--- config.mk ---
export PLATFORM = sky130hd
export DESIGN_NAME = sram_like_arbiter_flat
export DESIGN_NICKNAME = d
export VERILOG_FILES = /design/src/rtl/sram_like_arbiter_if.sv /design/src/rtl/sram_like_arbiter.sv /design/src/flat_wrapper.sv
export SDC_FILE = /design/constraint.sdc
export NUM_CORES = 1
export LEC_CHECK = 0
export BUFFER_PORTS_ARGS = -buffer_cell sky130_fd_sc_hd__buf_2
export CORE_AREA = 5 5 106 108
export DETAILED_ROUTE_END_ITERATION = 8
export DIE_AREA = 0 0 111 113
export HOLD_SLACK_MARGIN = 0.1
export SKIP_CTS_REPAIR_TIMING = 1
export SYNTH_ARGS = -nofsm -noshare
export SYNTH_HDL_FRONTEND = slang
export SYNTH_SLANG_ARGS = --single-unit
--- constraint.sdc ---
create_clock -name clk -period 2.83 [get_ports clk]
set_input_delay 0.1415 -clock clk [delete_from_list [all_inputs] [get_ports clk]]
set_output_delay 0.1415 -clock clk [all_outputs]
set_load 0.03 [all_outputs]
--- src/rtl/sram_like_arbiter_if.sv ---
// Bundle of the N master sram-like ports plus the single slave port seen by the arbiter.
// Per-channel fields are packed [NUM_CH-1:0][W-1:0], so channel i sits at bits [i*W +: W].
interface sram_like_arbiter_if #(
  parameter int NUM_CH    = 2,
  parameter int ADDR_W    = 32,
  parameter int DATA_W    = 32,
  parameter int MAX_OUTST = 4
);
  localparam int CW = $clog2(MAX_OUTST + 1);

  logic [NUM_CH-1:0]             ch_req;
  logic [NUM_CH-1:0]             ch_wr;
  logic [NUM_CH-1:0][1:0]        ch_size;
  logic [NUM_CH-1:0][ADDR_W-1:0] ch_addr;
  logic [NUM_CH-1:0][DATA_W-1:0] ch_wdata;
  logic [NUM_CH-1:0]             ch_addr_ok;
  logic [NUM_CH-1:0]             ch_data_ok;
  logic [DATA_W-1:0]             ch_rdata;

  logic                          s_req;
  logic                          s_wr;
  logic [1:0]                    s_size;
  logic [ADDR_W-1:0]             s_addr;
  logic [DATA_W-1:0]             s_wdata;
  logic                          s_addr_ok;
  logic                          s_data_ok;
  logic [DATA_W-1:0]             s_rdata;

  logic [CW-1:0]                 outst_cnt;
  logic                          err_unexp;

  modport arb (
    input  ch_req, ch_wr, ch_size, ch_addr, ch_wdata,
    output ch_addr_ok, ch_data_ok, ch_rdata,
    output s_req, s_wr, s_size, s_addr, s_wdata,
    input  s_addr_ok, s_data_ok, s_rdata,
    output outst_cnt, err_unexp
  );

  modport master (
    output ch_req, ch_wr, ch_size, ch_addr, ch_wdata,
    input  ch_addr_ok, ch_data_ok, ch_rdata
  );

  modport slave (
    input  s_req, s_wr, s_size, s_addr, s_wdata,
    output s_addr_ok, s_data_ok, s_rdata
  );
endinterface

--- src/rtl/sram_like_arbiter.sv ---
// Round-robin N:1 sram-like arbiter with in-order response routing via an ID FIFO.
// A stalled grant is locked until accepted; full FIFO blocks new requests (no bypass).

module sram_like_arbiter_ch #(
  parameter int PW     = 1,
  parameter int CH_IDX = 0
) (
  input  logic          acc,
  input  logic [PW-1:0] acc_idx,
  input  logic          rsp,
  input  logic [PW-1:0] rsp_idx,
  output logic          addr_ok,
  output logic          data_ok
);
  assign addr_ok = acc && (acc_idx == PW'(CH_IDX));
  assign data_ok = rsp && (rsp_idx == PW'(CH_IDX));
endmodule

module sram_like_arbiter #(
  parameter int NUM_CH    = 2,
  parameter int ADDR_W    = 32,
  parameter int DATA_W    = 32,
  parameter int MAX_OUTST = 4
) (
  input logic               clk,
  input logic               resetn,
  sram_like_arbiter_if.arb  bus
);
  localparam int PW = (NUM_CH > 1) ? $clog2(NUM_CH) : 1;
  localparam int FW = $clog2(MAX_OUTST);
  localparam int CW = $clog2(MAX_OUTST + 1);

  logic [PW-1:0] rr_ptr;
  logic          lock;
  logic [PW-1:0] lock_idx;
  logic [PW-1:0] gnt_idx;
  logic          gnt_vld;
  logic [PW-1:0] cand;
  logic [FW-1:0] wr_ptr, rd_ptr;
  logic [CW-1:0] outst_cnt;
  logic [PW-1:0] id_mem [MAX_OUTST];
  logic [PW-1:0] head;
  logic          full, empty, push, pop;

  // Locked grant wins; otherwise scan upward from rr_ptr, wrapping at NUM_CH.
  always_comb begin
    gnt_vld = 1'b0;
    gnt_idx = '0;
    cand    = '0;
    if (lock) begin
      gnt_vld = 1'b1;
      gnt_idx = lock_idx;
    end else begin
      for (int k = 0; k < NUM_CH; k++) begin
        cand = PW'((int'(rr_ptr) + k) % NUM_CH);
        if (!gnt_vld && bus.ch_req[cand]) begin
          gnt_vld = 1'b1;
          gnt_idx = cand;
        end
      end
    end
  end

  assign full  = (outst_cnt == CW'(MAX_OUTST));
  assign empty = (outst_cnt == '0);
  assign push  = bus.s_req && bus.s_addr_ok;
  assign pop   = bus.s_data_ok && !empty;
  assign head  = id_mem[rd_ptr];

  assign bus.s_req     = gnt_vld && !full;
  assign bus.s_wr      = bus.ch_wr[gnt_idx];
  assign bus.s_size    = bus.ch_size[gnt_idx];
  assign bus.s_addr    = bus.ch_addr[gnt_idx];
  assign bus.s_wdata   = bus.ch_wdata[gnt_idx];
  assign bus.ch_rdata  = bus.s_rdata;
  assign bus.outst_cnt = outst_cnt;

  for (genvar i = 0; i < NUM_CH; i++) begin : g_ch
    sram_like_arbiter_ch #(.PW(PW), .CH_IDX(i)) u_ch (
      .acc     (push),
      .acc_idx (gnt_idx),
      .rsp     (pop),
      .rsp_idx (head),
      .addr_ok (bus.ch_addr_ok[i]),
      .data_ok (bus.ch_data_ok[i])
    );
  end

  // ID storage needs no reset: entries are only read while counted as outstanding.
  always_ff @(posedge clk) begin
    if (push) id_mem[wr_ptr] <= gnt_idx;
  end

  always_ff @(posedge clk or negedge resetn) begin
    if (!resetn) begin
      rr_ptr        <= '0;
      lock          <= 1'b0;
      lock_idx      <= '0;
      wr_ptr        <= '0;
      rd_ptr        <= '0;
      outst_cnt     <= '0;
      bus.err_unexp <= 1'b0;
    end else begin
      if (push) begin
        wr_ptr <= wr_ptr + 1'b1;
        lock   <= 1'b0;
        rr_ptr <= (NUM_CH == 1 || gnt_idx == PW'(NUM_CH - 1)) ? '0 : gnt_idx + 1'b1;
      end else if (bus.s_req) begin
        lock     <= 1'b1;
        lock_idx <= gnt_idx;
      end
      if (pop) rd_ptr <= rd_ptr + 1'b1;
      case ({push, pop})
        2'b10:   outst_cnt <= outst_cnt + 1'b1;
        2'b01:   outst_cnt <= outst_cnt - 1'b1;
        default: outst_cnt <= outst_cnt;
      endcase
      if (bus.s_data_ok && empty) bus.err_unexp <= 1'b1;
    end
  end
endmodule

--- src/flat_wrapper.sv ---
// flat-port wrapper written by rule: the top's interface ports become plain ports
module sram_like_arbiter_flat 
#(
  parameter int NUM_CH    = 2,
  parameter int ADDR_W    = 32,
  parameter int DATA_W    = 32,
  parameter int MAX_OUTST = 4
)
  (clk, resetn, bus_ch_req, bus_ch_wr, bus_ch_size, bus_ch_addr, bus_ch_wdata, bus_ch_addr_ok, bus_ch_data_ok, bus_ch_rdata, bus_s_req, bus_s_wr, bus_s_size, bus_s_addr, bus_s_wdata, bus_s_addr_ok, bus_s_data_ok, bus_s_rdata, bus_outst_cnt, bus_err_unexp);
  sram_like_arbiter_if #(.NUM_CH(NUM_CH), .ADDR_W(ADDR_W), .DATA_W(DATA_W), .MAX_OUTST(MAX_OUTST)) bus_i ();
  input logic clk;
  input logic resetn;
  input wire logic [$bits(bus_i.ch_req)-1:0] bus_ch_req;
  input wire logic [$bits(bus_i.ch_wr)-1:0] bus_ch_wr;
  input wire logic [$bits(bus_i.ch_size)-1:0] bus_ch_size;
  input wire logic [$bits(bus_i.ch_addr)-1:0] bus_ch_addr;
  input wire logic [$bits(bus_i.ch_wdata)-1:0] bus_ch_wdata;
  output wire logic [$bits(bus_i.ch_addr_ok)-1:0] bus_ch_addr_ok;
  output wire logic [$bits(bus_i.ch_data_ok)-1:0] bus_ch_data_ok;
  output wire logic [$bits(bus_i.ch_rdata)-1:0] bus_ch_rdata;
  output wire logic [$bits(bus_i.s_req)-1:0] bus_s_req;
  output wire logic [$bits(bus_i.s_wr)-1:0] bus_s_wr;
  output wire logic [$bits(bus_i.s_size)-1:0] bus_s_size;
  output wire logic [$bits(bus_i.s_addr)-1:0] bus_s_addr;
  output wire logic [$bits(bus_i.s_wdata)-1:0] bus_s_wdata;
  input wire logic [$bits(bus_i.s_addr_ok)-1:0] bus_s_addr_ok;
  input wire logic [$bits(bus_i.s_data_ok)-1:0] bus_s_data_ok;
  input wire logic [$bits(bus_i.s_rdata)-1:0] bus_s_rdata;
  output wire logic [$bits(bus_i.outst_cnt)-1:0] bus_outst_cnt;
  output wire logic [$bits(bus_i.err_unexp)-1:0] bus_err_unexp;
  assign bus_i.ch_req = bus_ch_req;
  assign bus_i.ch_wr = bus_ch_wr;
  assign bus_i.ch_size = bus_ch_size;
  assign bus_i.ch_addr = bus_ch_addr;
  assign bus_i.ch_wdata = bus_ch_wdata;
  assign bus_ch_addr_ok = bus_i.ch_addr_ok;
  assign bus_ch_data_ok = bus_i.ch_data_ok;
  assign bus_ch_rdata = bus_i.ch_rdata;
  assign bus_s_req = bus_i.s_req;
  assign bus_s_wr = bus_i.s_wr;
  assign bus_s_size = bus_i.s_size;
  assign bus_s_addr = bus_i.s_addr;
  assign bus_s_wdata = bus_i.s_wdata;
  assign bus_i.s_addr_ok = bus_s_addr_ok;
  assign bus_i.s_data_ok = bus_s_data_ok;
  assign bus_i.s_rdata = bus_s_rdata;
  assign bus_outst_cnt = bus_i.outst_cnt;
  assign bus_err_unexp = bus_i.err_unexp;
  sram_like_arbiter #(.NUM_CH(NUM_CH), .ADDR_W(ADDR_W), .DATA_W(DATA_W), .MAX_OUTST(MAX_OUTST)) u_core (.clk(clk), .resetn(resetn), .bus(bus_i));
endmodule
==> results of run 1 <==
-- state kept, by name, summed over array words and instances, names as in the netlist --
signal                flops
u_core.rr_ptr             1
u_core.wr_ptr             2
u_core.bus.err_unexp      1
u_core.rd_ptr             2
u_core.bus.outst_cnt      3
u_core.lock_idx           1
u_core.id_mem             4
u_core.lock               1
-- power by group through the flow --
stage / Clock (mW) / Combinational, mW / Sequential, mW
6_report: 0.182 / 1.97 / 0.420
4_1_cts: 0.188 / 2.00 / 0.418
2_1_floorplan: 0 / 1.56 / 0.450
3_3_place_gp: 0 / 1.98 / 0.412
3_5_place_dp: 0 / 1.99 / 0.419
5_1_grt: 0.193 / 2.12 / 0.435
-- cells in the final DEF, fill, tap and decap left out, types with 4 or more instances in the layout --
master / instances
mux2_1: 38
dfrtp_1: 11
and3_1: 4
buf_2: 215
edfxtp_1: 4
inv_1: 7
ha_1: 5
mux2_2: 30
-- routing by layer --
metal | wire, um | vias up | track usage
met3 | 946 | 6 | 0.0497
met1 | 2970 | 875 | 0.128
met5 | 0 | - | 0
met2 | 3420 | 143 | 0.169
li1 | - | 925 | -
met4 | 36 | 0 | 0.0181
-- logic make-up after synthesis --
kind of cell    after synthesis
compound gates                7
xor+xnor                      6
fa+ha+maj                     6
buf+inv                      52
flops                        15
mux                          72
simple gates                 16
-- area by class of cell --
cell class / count / area (um^2)
Antenna cell: 1 / 2.50
Clock buffer: 3 / 41.3
Clock inverter: 1 / 7.51
Fill cell: 1074 / 7290
Inverter: 7 / 26.3
Multi-Input combinational cell: 107 / 1110
Sequential cell: 15 / 395
Tap cell: 136 / 170
Timing Repair Buffer: 218 / 1100
-- metrics by stage --
| stage | instance area, um^2 | power, mW | std cells | hold slack (ns) | utilization |
|---|---|---|---|---|---|
| global placement | 2790 | 2.39 | 482 | 0.0181 | 0.275 |
| detailed placement | 2790 | 2.41 | 482 | 0.0248 | 0.275 |
| CTS | 2840 | 2.60 | 486 | -0.250 | 0.280 |
| floorplan | 1860 | 2.00 | 174 | -0.154 | - |
| global route | 2850 | 2.74 | 487 | 0.136 | 0.281 |
| finish | 2850 | 2.57 | 488 | 0.110 | 0.281 |
-- final timing paths --
path,from,endpoint,slack (ns),cells past startpoint
worst min register to register,u_core.bus.err_unexp,u_core.bus.err_unexp,0.45,1
worst max register to register,u_core.lock,u_core.bus.outst_cnt[2],0.66,8
worst min-delay path,bus_s_data_ok,u_core.bus.err_unexp,0.11,2
max in group asynchronous,resetn,u_core.bus.outst_cnt[0],2.35,2
worst max-delay path,u_core.lock,bus_s_wdata[7],0.56,5
min in group asynchronous,resetn,u_core.rr_ptr,0.27,2
-- worst reg2reg max path: stages, from the launching register on --
cell	delay (ns)
dfrtp_1	0.41
nor3_1	0.31
a211o_1	0.32
ha_1	0.23
inv_1	0.06
fa_1	0.37
xor2_1	0.15
nor2_1	0.11
xor2_1	0.15
==> flow_metrics.tcl, run 1 <==
set metrics [dict create \
    dp_hpwl_um 6470 \
    maxCapViolations 0 \
    syn-num-nets 352 \
    grt.total_usage 0.104 \
    synth_top_cell_by_area "mux2_1" \
    setup_slack_ns 0.561 \
    cts_htree_levels 1 \
    synth.avg_cell_area_um2 10.7 \
    wl_per_cell_um 15.1 \
    synthAdderAreaFrac 0.0444 \
    final_hold_viol_count 0 \
    yosys_warnings 0 \
    path_max_fanout 43 \
    slew_violations 0 \
    antenna_found_initial 0 \
    ys.flop_type "dfrtp_1" \
    switching_share 0.548 \
    synth_common_cells "buf_4, mux2_1, mux2_2" \
    p_switching_mw 1.41 \
    portBuffers 215 \
    io_pins 280 \
    path_cells "nand2b_1, o21ai_4, buf_4, mux2_1, buf_2" \
    period_share 0.802 \
    initial_utilization 0.183 \
    post-place-ws_ns 0.693 \
    postRouteWirelength_um 7370 \
    arrival_ns 2.13 \
    comb_power_share 0.766 \
    synthMuxAreaShare 0.443 \
    via_count 1949 \
    synth_area_um2 1860 \
    drtIter0Drc 75 \
    synth_cell_types 29 \
    clk_path_buf_depth 2 \
    fin_crit_ns 2.27 \
    worst-setup-path-type "reg2out" \
    async_reset_ff_frac 0.733 \
    routabilityCongestion 0.855 \
    drive_gt1_frac 0.726 \
    rsz0062_at_grt "false" \
    synth_most_common_cell "buf_4" \
    die_w_um 111 \
    p_clk_frac 0.071 \
    clockRootBuffer "clkbuf_8" \
    clock-skew-final_ns 0.00294 \
    synth_compound_area_frac 0.0336 \
    finalSetupViolCount 0 \
    drcViolationCount 0 \
    slowest_stage "buf_4" \
    power_leakage_nw 1.51 \
    worst_pin_slew_ns 0.532 \
    syn_to_final_growth_pct 53.3 \
    path_buf_inv 2 \
    internal-power_mw 1.16 \
    routed_via_density 3.99 \
    ys_ff_latch 15 \
    worstHoldPathType "in2reg" \
    antenna_left 0 \
    syn_inst 174 \
    endpoint_kind "primary output" \
    status "complete, no violations" \
    grt_max_degree 44 \
    synth_top_area_frac 0.230 \
    crit_path_start_kind "flip-flop" \
    gr-total-overflow 0 \
    nets 530 \
    synth_xor_area_frac 0.0283 \
    cts_tree "yes" \
    clock_latency_ns 0.25 \
    seq_area_frac_synth 0.213 \
    synth_top_family_by_area "multiplexers" \
    clkTransAtPathRegs_ns 0.06 \
    cts.sinks 15 \
    core_area_um2 10100 \
    seqPwrFrac 0.164 \
    crit_required_ns 2.69 \
    fmax_ghz 0.441 \
    cp_top_family "buffers and inverters" \
    synth_edf_count 4 \
    grt_pass1_wl_um 10900 \
    cellPowerDensity_nw_per_um2 901 \
    cts_buffers 3 \
    dr.pass1.iters 4 \
    cpPeakStageDelay_ns 0.46 \
    fp.dieArea_um2 12500 \
    fp.dieH_um 113 \
    synthTopCellsByArea "mux2_1, mux2_2, buf_4" \
    max_slew_margin 0.646 \
    row_count 37 \
    irDropWorstVdd_mv 0.437 \
    first_global_vias 2000 \
    yosys.area_share.simple 0.0458 \
    setup_tns_ns 0 \
]
No activity file was read; power rests on OpenSTA's default activity.
==> run 2: changes to the inputs <==
--- a/config.mk
+++ b/config.mk
@@ -5,10 +5,11 @@
 export SDC_FILE = /design/constraint.sdc
 export NUM_CORES = 1
 export LEC_CHECK = 0
+export ABC_AREA = 1
 export BUFFER_PORTS_ARGS = -buffer_cell sky130_fd_sc_hd__buf_2
-export CORE_AREA = 5 5 106 108
+export CORE_AREA = 5 5 107 109
 export DETAILED_ROUTE_END_ITERATION = 8
-export DIE_AREA = 0 0 111 113
+export DIE_AREA = 0 0 112 114
 export HOLD_SLACK_MARGIN = 0.1
 export SKIP_CTS_REPAIR_TIMING = 1
 export SYNTH_ARGS = -nofsm -noshare
==> constraint.sdc (replaced) <==
create_clock -name clk -period 2.2 [get_ports clk]
set_input_delay 0.11 -clock clk [delete_from_list [all_inputs] [get_ports clk]]
set_output_delay 0.11 -clock clk [all_outputs]
set_load 0.03 [all_outputs]
==> flow_metrics.tcl, run 2 <==
set metrics [dict create \
    cpPeakStageDelay_ns 0.40 \
    row_count 38 \
    dr.pass1.iters 5 \
    arrival_ns 2.03 \
    post-place-ws_ns 0.332 \
    finalPower_mw 3.97 \
    crit_path_start_kind "flip-flop" \
    synth_edf_count 4 \
    status "complete, no violations" \
    worst-setup-path-type "reg2reg" \
    synth_top_area_frac 0.442 \
    highest_layer "met4" \
    antenna_found_initial 0 \
    postRouteWirelength_um 7550 \
    worst_pin_slew_ns 0.360 \
    drcViolationCount 0 \
    fin_cells 665 \
    crit_required_ns 2.34 \
    path_buf_inv 2 \
    yosys_warnings 0 \
    fmax_ghz 0.528 \
    grt.total_usage 0.105 \
    syn_to_final_growth_pct 51.0 \
    gr-total-overflow 0 \
    largest_reg_flops 4 \
    clkTransAtPathRegs_ns 0.06 \
    rrSetupSlack_ns 0.31 \
    fp.dieArea_um2 12800 \
    synth_area_um2 1930 \
    irDropWorstVdd_mv 0.551 \
    path_max_fanout 6 \
    io_pins 280 \
    placed_cells 660 \
    layout_common_cells "nand2_1, buf_2, inv_1" \
    p_clk_frac 0.055 \
    wl_met2_um 3770 \
    largestRegisters "u_core.id_mem x4, u_core.bus.outst_cnt x3" \
    path_cells "inv_1, nand3_1, nand3_2, ha_1, inv_1, fa_1, nand2_1, nand3b_1, xor2_1" \
    clk_path_buf_depth 2 \
    comb_power_share 0.820 \
    setup_tns_ns 0 \
    power_leakage_nw 1.95 \
    nets 704 \
    maxCapViolations 0 \
    antenna_left 0 \
    slowest_stage "dfrtp_1" \
    synth_top_cell_by_area "nand2_1" \
    cts_buffers 3 \
    layout_commonest_cell "nand2_1" \
    dp_hpwl_um 6480 \
    fillers 1226 \
    max_slew_margin 0.760 \
    syn_inst 350 \
    ys_ff_latch 15 \
    cts_htree_levels 1 \
    finalSetupViolCount 0 \
    final_hold_viol_count 0 \
    switching_share 0.637 \
    cp_top_family "adder cells" \
    internal-power_mw 1.44 \
    synth_most_common_cell "nand2_1" \
    setup_slack_ns 0.308 \
    finalCoreUtilization 0.278 \
    synth_common_cells "nand2_1, buf_4, inv_1" \
    crit_top_cell "inv_1" \
    slew_violations 0 \
    drive_gt1_frac 0.430 \
    synth.avg_cell_area_um2 5.53 \
    initial_utilization 0.184 \
    largest_register "u_core.id_mem" \
    seqPwrFrac 0.124 \
    met3_length_um 517 \
    period_share 0.860 \
    synth_cell_types 21 \
    synthTopCellsByArea "nand2_1, buf_4, dfrtp_1" \
    rsz0062_at_grt "false" \
    grt_pass1_wl_um 11200 \
    via_count 2534 \
    drtIter0Drc 105 \
    wirelength_met1_um 3220 \
    fin_crit_ns 1.89 \
    portBuffers 215 \
    die_w_um 112 \
    worstHoldPathType "in2reg" \
    routabilityCongestion 0.818 \
    ys.flop_type "dfrtp_1" \
    seq_area_frac_synth 0.204 \
    cts_tree "yes" \
    p_switching_mw 2.53 \
    first_global_vias 2298 \
    diodes 0 \
    async_reset_ff_frac 0.733 \
    fp.dieH_um 114 \
    cts.sinks 15 \
    clock-skew-final_ns 0.00383 \
    syn-num-nets 528 \
    core_area_um2 10500 \
    wl_per_cell_um 11.4 \
    grt_max_degree 37 \
    clockRootBuffer "clkbuf_8" \
    cellPowerDensity_nw_per_um2 1360 \
    clock_latency_ns 0.25 \
    endpoint_kind "flip-flop" \
    routed_via_density 3.81 \
]
[run 2: cell types whose count changed after synthesis, sizes merged, moves of 6 or more]
cell | before | now
nor2 | 3 | 10
inv | 7 | 23
buf | 44 | 50
nand2 | 2 | 229
mux2 | 69 | 0
[run 2: cells by family (layout without fill, tap and decap cells)]
logic type               after synthesis  in the layout  share of synthesized area
AO/OA/AOI/OAI                          6              6                     0.0168
flip-flops                            15             15                      0.204
adder cells (fa/ha/maj)                6              6                     0.0427
XOR/XNOR                               4              4                     0.0181
buffers and inverters                 73            248                      0.230
AND/OR/NAND/NOR                      246            246                      0.488
[run 2: tightest hold or removal path: stages]
cell	delay [ns]
buf_2	0.10
inv_1	0.04
o21bai_1	0.06
[run 2: layout make-up]
cell class | count | area, um^2 | share of cell area
repair buffers | 221 | 1120 | 0.385
clock buffers | 4 | 45.0 | 0.0154
multi-input cells | 262 | 1090 | 0.375
inverters | 23 | 86.3 | 0.0296
well taps | 140 | 175 | 0.0600
flip-flops and latches | 15 | 395 | 0.135
[run 2: path summary, 6_finish.rpt]
path / startpoint / end / depth (start not counted)
worst min-delay path: bus_s_data_ok / u_core.bus.err_unexp / 3
worst max-delay path: u_core.bus.outst_cnt[0] / u_core.bus.outst_cnt[2] / 9
worst min register to register: u_core.bus.err_unexp / u_core.bus.err_unexp / 1
max in group asynchronous: resetn / u_core.wr_ptr[1] / 2
min in group asynchronous: resetn / u_core.bus.outst_cnt[2] / 2
worst max register to register: u_core.bus.outst_cnt[0] / u_core.bus.outst_cnt[2] / 9
[run 2: layer usage]
layer  up-vias  track usage
li1       1351            -
met2       114        0.182
met4         0       0.0184
met5         -            0
met3         5       0.0233
met1      1064        0.136
[run 2: power by group through the flow]
stage                     clock network, mW  registers, mW  logic (mW)
after global placement                    0          0.497        3.30
final                                 0.220          0.494        3.26
after CTS                             0.226          0.495        3.32
after detailed placement                  0          0.500        3.31
after floorplan                           0          0.548        2.44
after global routing                  0.242          0.511        3.58
[run 2: per-stage QoR]
stage	hold WS, ns	instance area, um^2
global placement	-0.00388	2870
detailed placement	-0.00162	2870
CTS	-0.269	2910
floorplan	-0.186	1930
finish	0.115	2920
global route	0.127	2920
